$ cat src/rtl/seg7_count_display.sv
// Binary-to-BCD (sequential double-dabble) converter driving a 4-digit
// multiplexed common-anode 7-segment display with a direction glyph.
module seg7_count_display #(
  parameter int SCAN_DIV = 50000,
  parameter bit BLANK_LZ = 1'b1
) (
  input  logic        clk,
  input  logic        reset,
  input  logic [7:0]  value,
  input  logic        ud,
  output logic [6:0]  seg,
  output logic [3:0]  an,
  output logic [11:0] bcd,
  output logic        busy
);

  localparam int PW = (SCAN_DIV > 1) ? $clog2(SCAN_DIV) : 1;
  localparam logic [PW-1:0] PRESC_TC = PW'(SCAN_DIV - 1);
  localparam logic [6:0] SEG_BLANK = 7'h7F;
  localparam logic [6:0] SEG_UP    = 7'b1000001;
  localparam logic [6:0] SEG_DOWN  = 7'b0100001;

  typedef enum logic [1:0] {IDLE, SHIFT, DONE} state_t;

  state_t        state_reg, state_next;
  logic [7:0]    last_value_reg, last_value_next;
  logic [7:0]    shreg_reg, shreg_next;
  logic [11:0]   scratch_reg, scratch_next;
  logic [2:0]    iter_reg, iter_next;
  logic [11:0]   bcd_reg, bcd_next;
  logic          busy_reg, busy_next;
  logic          pending_reg, pending_next;
  logic [PW-1:0] presc_reg, presc_next;
  logic [1:0]    idx_reg, idx_next;
  logic [3:0]    an_reg, an_next;
  logic [6:0]    seg_reg, seg_next;

  logic [11:0]   adj;
  logic [6:0]    dec [3];
  logic          scan_tc;

  function automatic logic [6:0] seg_dec(input logic [3:0] d);
    case (d)
      4'd0:    seg_dec = 7'h40;
      4'd1:    seg_dec = 7'h79;
      4'd2:    seg_dec = 7'h24;
      4'd3:    seg_dec = 7'h30;
      4'd4:    seg_dec = 7'h19;
      4'd5:    seg_dec = 7'h12;
      4'd6:    seg_dec = 7'h02;
      4'd7:    seg_dec = 7'h78;
      4'd8:    seg_dec = 7'h00;
      4'd9:    seg_dec = 7'h10;
      default: seg_dec = 7'h7F;
    endcase
  endfunction

  // Per-nibble add-3 correction and display decode of the committed result.
  genvar gi;
  generate
    for (gi = 0; gi < 3; gi++) begin : g_nib
      assign adj[gi*4 +: 4] = (scratch_reg[gi*4 +: 4] >= 4'd5) ?
                              scratch_reg[gi*4 +: 4] + 4'd3 :
                              scratch_reg[gi*4 +: 4];
      assign dec[gi] = seg_dec(bcd_reg[gi*4 +: 4]);
    end
  endgenerate

  always_comb begin
    state_next      = state_reg;
    last_value_next = last_value_reg;
    shreg_next      = shreg_reg;
    scratch_next    = scratch_reg;
    iter_next       = iter_reg;
    bcd_next        = bcd_reg;
    busy_next       = busy_reg;
    pending_next    = pending_reg;
    case (state_reg)
      IDLE: begin
        if (pending_reg || (value != last_value_reg)) begin
          last_value_next = value;
          shreg_next      = value;
          scratch_next    = 12'h000;
          iter_next       = 3'd0;
          pending_next    = 1'b0;
          busy_next       = 1'b1;
          state_next      = SHIFT;
        end
      end
      SHIFT: begin
        scratch_next = {adj[10:0], shreg_reg[7]};
        shreg_next   = {shreg_reg[6:0], 1'b0};
        iter_next    = iter_reg + 3'd1;
        if (iter_reg == 3'd7) state_next = DONE;
      end
      DONE: begin
        bcd_next   = scratch_reg;
        busy_next  = 1'b0;
        state_next = IDLE;
      end
      default: state_next = IDLE;
    endcase
  end

  // Scan: the digit index and its anode/pattern all change on the wrap edge.
  always_comb begin
    scan_tc    = (presc_reg == PRESC_TC);
    presc_next = scan_tc ? '0 : presc_reg + 1'b1;
    idx_next   = scan_tc ? idx_reg + 2'd1 : idx_reg;
    an_next    = an_reg;
    seg_next   = seg_reg;
    if (scan_tc) begin
      an_next = ~(4'b0001 << idx_next);
      case (idx_next)
        2'd0: seg_next = dec[0];
        2'd1: seg_next = (BLANK_LZ && bcd_reg[11:8] == 4'd0 && bcd_reg[7:4] == 4'd0) ?
                         SEG_BLANK : dec[1];
        2'd2: seg_next = (BLANK_LZ && bcd_reg[11:8] == 4'd0) ? SEG_BLANK : dec[2];
        default: seg_next = ud ? SEG_UP : SEG_DOWN;
      endcase
    end
  end

  always_ff @(posedge clk or posedge reset) begin
    if (reset) begin
      state_reg      <= IDLE;
      last_value_reg <= 8'h00;
      shreg_reg      <= 8'h00;
      scratch_reg    <= 12'h000;
      iter_reg       <= 3'd0;
      bcd_reg        <= 12'h000;
      busy_reg       <= 1'b0;
      pending_reg    <= 1'b1;
      presc_reg      <= '0;
      idx_reg        <= 2'd0;
      an_reg         <= 4'hF;
      seg_reg        <= SEG_BLANK;
    end else begin
      state_reg      <= state_next;
      last_value_reg <= last_value_next;
      shreg_reg      <= shreg_next;
      scratch_reg    <= scratch_next;
      iter_reg       <= iter_next;
      bcd_reg        <= bcd_next;
      busy_reg       <= busy_next;
      pending_reg    <= pending_next;
      presc_reg      <= presc_next;
      idx_reg        <= idx_next;
      an_reg         <= an_next;
      seg_reg        <= seg_next;
    end
  end

  assign seg  = seg_reg;
  assign an   = an_reg;
  assign bcd  = bcd_reg;
  assign busy = busy_reg;

endmodule

$ cat config.mk
export PLATFORM = sky130hd
export DESIGN_NAME = seg7_count_display
export DESIGN_NICKNAME = d
export VERILOG_FILES = /design/src/rtl/seg7_count_display.sv
export SDC_FILE = /design/constraint.sdc
export NUM_CORES = 1
export LEC_CHECK = 0
export BUFFER_PORTS_ARGS = -buffer_cell sky130_fd_sc_hd__buf_2
export CORE_MARGIN = 1
export CORE_UTILIZATION = 30
export DETAILED_ROUTE_END_ITERATION = 12
export RECOVER_POWER = 50
export SKIP_LAST_GASP = 1
export SYNTH_ARGS = -nofsm -noshare
export SYNTH_HDL_FRONTEND = slang
export SYNTH_SLANG_ARGS = --single-unit
$ cat constraint.sdc
create_clock -name clk -period 2.8 [get_ports clk]
set_input_delay 0.56 -clock clk [delete_from_list [all_inputs] [get_ports clk]]
set_output_delay 0.56 -clock clk [all_outputs]
set_load 0.03 [all_outputs]
==> impl_metrics.env <==
export IMPL_netSwitchingFraction_pct=39.83
export IMPL_synth_yosys_seq_area_share_pct=46.21
export IMPL_timing_slew_headroom_pct=18.35
export IMPL_setup_tns_ns=0
export IMPL_synth_fp_nets=443
export IMPL_finalWorstSetupSlack_ns=0.7529
export IMPL_critical_path_arrival_ns=2.32
export IMPL_synth_lib_cells_used_distinct=53
export IMPL_worst_setup_path_type="register to register"
export IMPL_grt_ovfl_total=0
export IMPL_portBuffers=34
export IMPL_pin_count_of_the_biggest_net_entering_global_routing=48
export IMPL_switching_power_total_mw=1.931
export IMPL_place_hpwl_um=6196
export IMPL_layout_nets=476
export IMPL_power_share_clock_pct=21.8
export IMPL_post_synth_edffs=0
export IMPL_p_leak_nw=2.134
export IMPL_drt_pass1_iterations=7
export IMPL_timing_reg2reg_setup_slack_ns=0.75
export IMPL_combinationalPowerShare_pct=41.1
export IMPL_postSynthAreaPerCell_um2=10.19
export IMPL_clk_latency_ns=0.33
export IMPL_irDropWorstVdd_mv=0.4437
export IMPL_vias_per_instance=4.839
export IMPL_finalWorstPathRequiredPeriod_ns=2.047
export IMPL_final_layout_size_suffix_gt1_share_pct=21.35
export IMPL_detail_route_wirelength_um=8641
export IMPL_finish_cell_count_without_fillers=621
export IMPL_syn_to_final_growth_pct=15.29
export IMPL_gp_routability_congestion=0.7846
export IMPL_detailedPlace_worstSlack_ns=0.6611
export IMPL_largest_reg_flops=16
export IMPL_vias_in_the_first_global_route=2992
export IMPL_core_um2=13350
export IMPL_yosys_most_used_dff="dfrtp_1"
export IMPL_clock_buffers_created_by_tritoncts=9
export IMPL_cts_resized_gates=0
export IMPL_via_count=3005
export IMPL_critical_path_peak_fanout=26
export IMPL_max_freq_ghz=0.4885
export IMPL_netlist_area_leader_share_pct=38.61
export IMPL_place_inst=605
export IMPL_largest_cells_by_area_after_synthesis="dfrtp_1 (39%), dfstp_2 (7.6%), ha_1 (7.5%), mux2_2 (3.8%), xor2_1 (3.4%)"
export IMPL_post_synth_instance_area_um2=4148
export IMPL_outcome="completed"
export IMPL_io_pins=35
export IMPL_finalInstanceArea_um2=4782
export IMPL_ant_nets=0
export IMPL_die_h_um=119.6
export IMPL_cts_sink_count=76
export IMPL_floorplan_rows=42
export IMPL_cap_violations=0
export IMPL_track_usage_pct=13.13
export IMPL_rsz0062_at_grt="no"
export IMPL_detail_route_iter0_violations=158
export IMPL_initial_utilization_pct=31.07
export IMPL_synth_area_leader_cell="dfrtp_1"
export IMPL_die_width_um=119.6
export IMPL_grt_antenna_before_repair=0
export IMPL_syn_instance_count=407
export IMPL_tightest_slew_ns=1.223
export IMPL_setup_worst_path_end_class="register"
export IMPL_worstSetupStartpointType="register"
export IMPL_antenna_cells_inserted=0
export IMPL_clk_path_buf_depth=2
export IMPL_first_pass_grt_wire_length_um=14880
export IMPL_powerDensity_nw_per_um2=1014
export IMPL_cts_hold_buf=0
export IMPL_synthesis_yosys_warnings=0
export IMPL_timing_final_setup_violations=0
export IMPL_route_detailed_wl_per_inst_um=13.91
export IMPL_post_dp_cell_area_um2=4516
export IMPL_power_report_internal_total_mw=2.916
export IMPL_timing_final_crit_share_pct=73.11
export IMPL_die_area_um2=14300
export IMPL_hold_class="register to register"
export IMPL_hold_violations=0
export IMPL_remaining_drc_errors=0
export IMPL_drv_slew=0
export IMPL_h_tree_levels=3
export IMPL_cts_tree="yes"
export IMPL_path_clk_slew_ns=0.06
export IMPL_seqPwrFrac_pct=37.1
export IMPL_async_flop_share_pct=100.0
export IMPL_synth_seq_cells=76
export IMPL_final_setup_skew_ns=0.008108
export IMPL_clockRootBuffer="clkbuf_16"
export IMPL_fin_util_pct=35.83
export IMPL_cts_post_setup_buffers_inserted=0
export IMPL_critical_path_required_ns=3.07
through the flow:
stage	total power, mW	hold WS, ns
after CTS	4.916	0.3537
after global routing	5.271	0.4999
after detailed placement	3.832	0.4714
final	4.847	0.4757
after global placement	3.773	0.4685
after floorplan	3.313	0.4508
power groups by stage:
stage | Clock [mW] | Combinational, mW | Sequential [mW]
after global routing | 1.13 | 2.28 | 1.86
after CTS | 1.09 | 2.03 | 1.80
final | 1.06 | 1.99 | 1.80
after detailed placement | 0 | 2.02 | 1.81
after floorplan | 0 | 1.52 | 1.79
after global placement | 0 | 1.98 | 1.79
synthesized netlist by cell type, types with 4 or more instances:
master	n
a21o_1	4
a21oi_1	23
a22o_1	7
a31oi_1	5
clkbuf_1	11
dfrtp_1	64
dfstp_2	12
ha_1	25
inv_1	23
mux2_2	14
nand2_1	31
nand2b_1	17
nand3_1	8
nand4_1	6
nor2_1	30
nor2b_1	6
nor3_1	5
nor3b_1	4
o21ai_0	26
o221a_2	7
o22ai_1	6
xnor2_1	11
xor2_1	16
kinds of logic (layout without fill, tap and decap cells):
| kind of cell | Yosys count | after routing | synth area share (%) |
|---|---|---|---|
| AOI/OAI and AO/OA | 103 | 103 | 17.29 |
| xor gates and xnor gates | 27 | 27 | 5.701 |
| adders and majority gates | 25 | 25 | 7.541 |
| buffers and inverters | 40 | 78 | 4.042 |
| DFF | 76 | 76 | 46.21 |
| muxes | 15 | 15 | 4.042 |
| and+or+nand+nor | 121 | 121 | 15.17 |
path summary, 6_finish.rpt:
kind | end | startpoint | cells past startpoint
hold reg to reg | presc_reg[5] | presc_reg[5] | 1
min in group asynchronous | presc_reg[7] | reset | 2
hold / removal | presc_reg[5] | presc_reg[5] | 1
setup reg to reg | seg[6] | presc_reg[7] | 5
setup / recovery | seg[6] | presc_reg[7] | 5
max in group asynchronous | pending_reg | reset | 3
cell usage in the layout, fill, tap and decap left out, types with 9 or more instances in the layout:
master | synthesis | layout
dfrtp_1 | 64 | 64
buf_2 | 2 | 33
nand2_1 | 31 | 31
nor2_1 | 30 | 31
o21ai_0 | 26 | 26
ha_1 | 25 | 25
inv_1 | 23 | 23
a21oi_1 | 23 | 23
nand2b_1 | 17 | 17
xor2_1 | 16 | 16
mux2_2 | 14 | 14
dfstp_2 | 12 | 12
xnor2_1 | 11 | 11
clkbuf_16 | 0 | 9
layout make-up:
type	instances	area [µm²]
fill	1400	8566
multi-input combinational	291	2061
sequential	76	1917
clock buffer	10	229.0
timing repair buffer	38	224.0
tap	176	220.2
inverter	24	90.09
clock inverter	6	41.29
worst max-delay path, cell delays in order, from the launching register on:
cell     delay, ns
dfrtp_1       0.41
or4b_1        0.56
nor4_4        0.46
buf_12        0.23
o31a_1        0.16
a32o_1        0.16
routing by layer:
layer,vias up,part of all wire [%],global-route usage (%)
met1,1437,48,17.31
met3,11,2.4,3.470
li1,1513,-,-
met4,0,1.1,4.219
met2,44,48,20.88
met5,-,0,0
(Power assumes the default switching activity.)
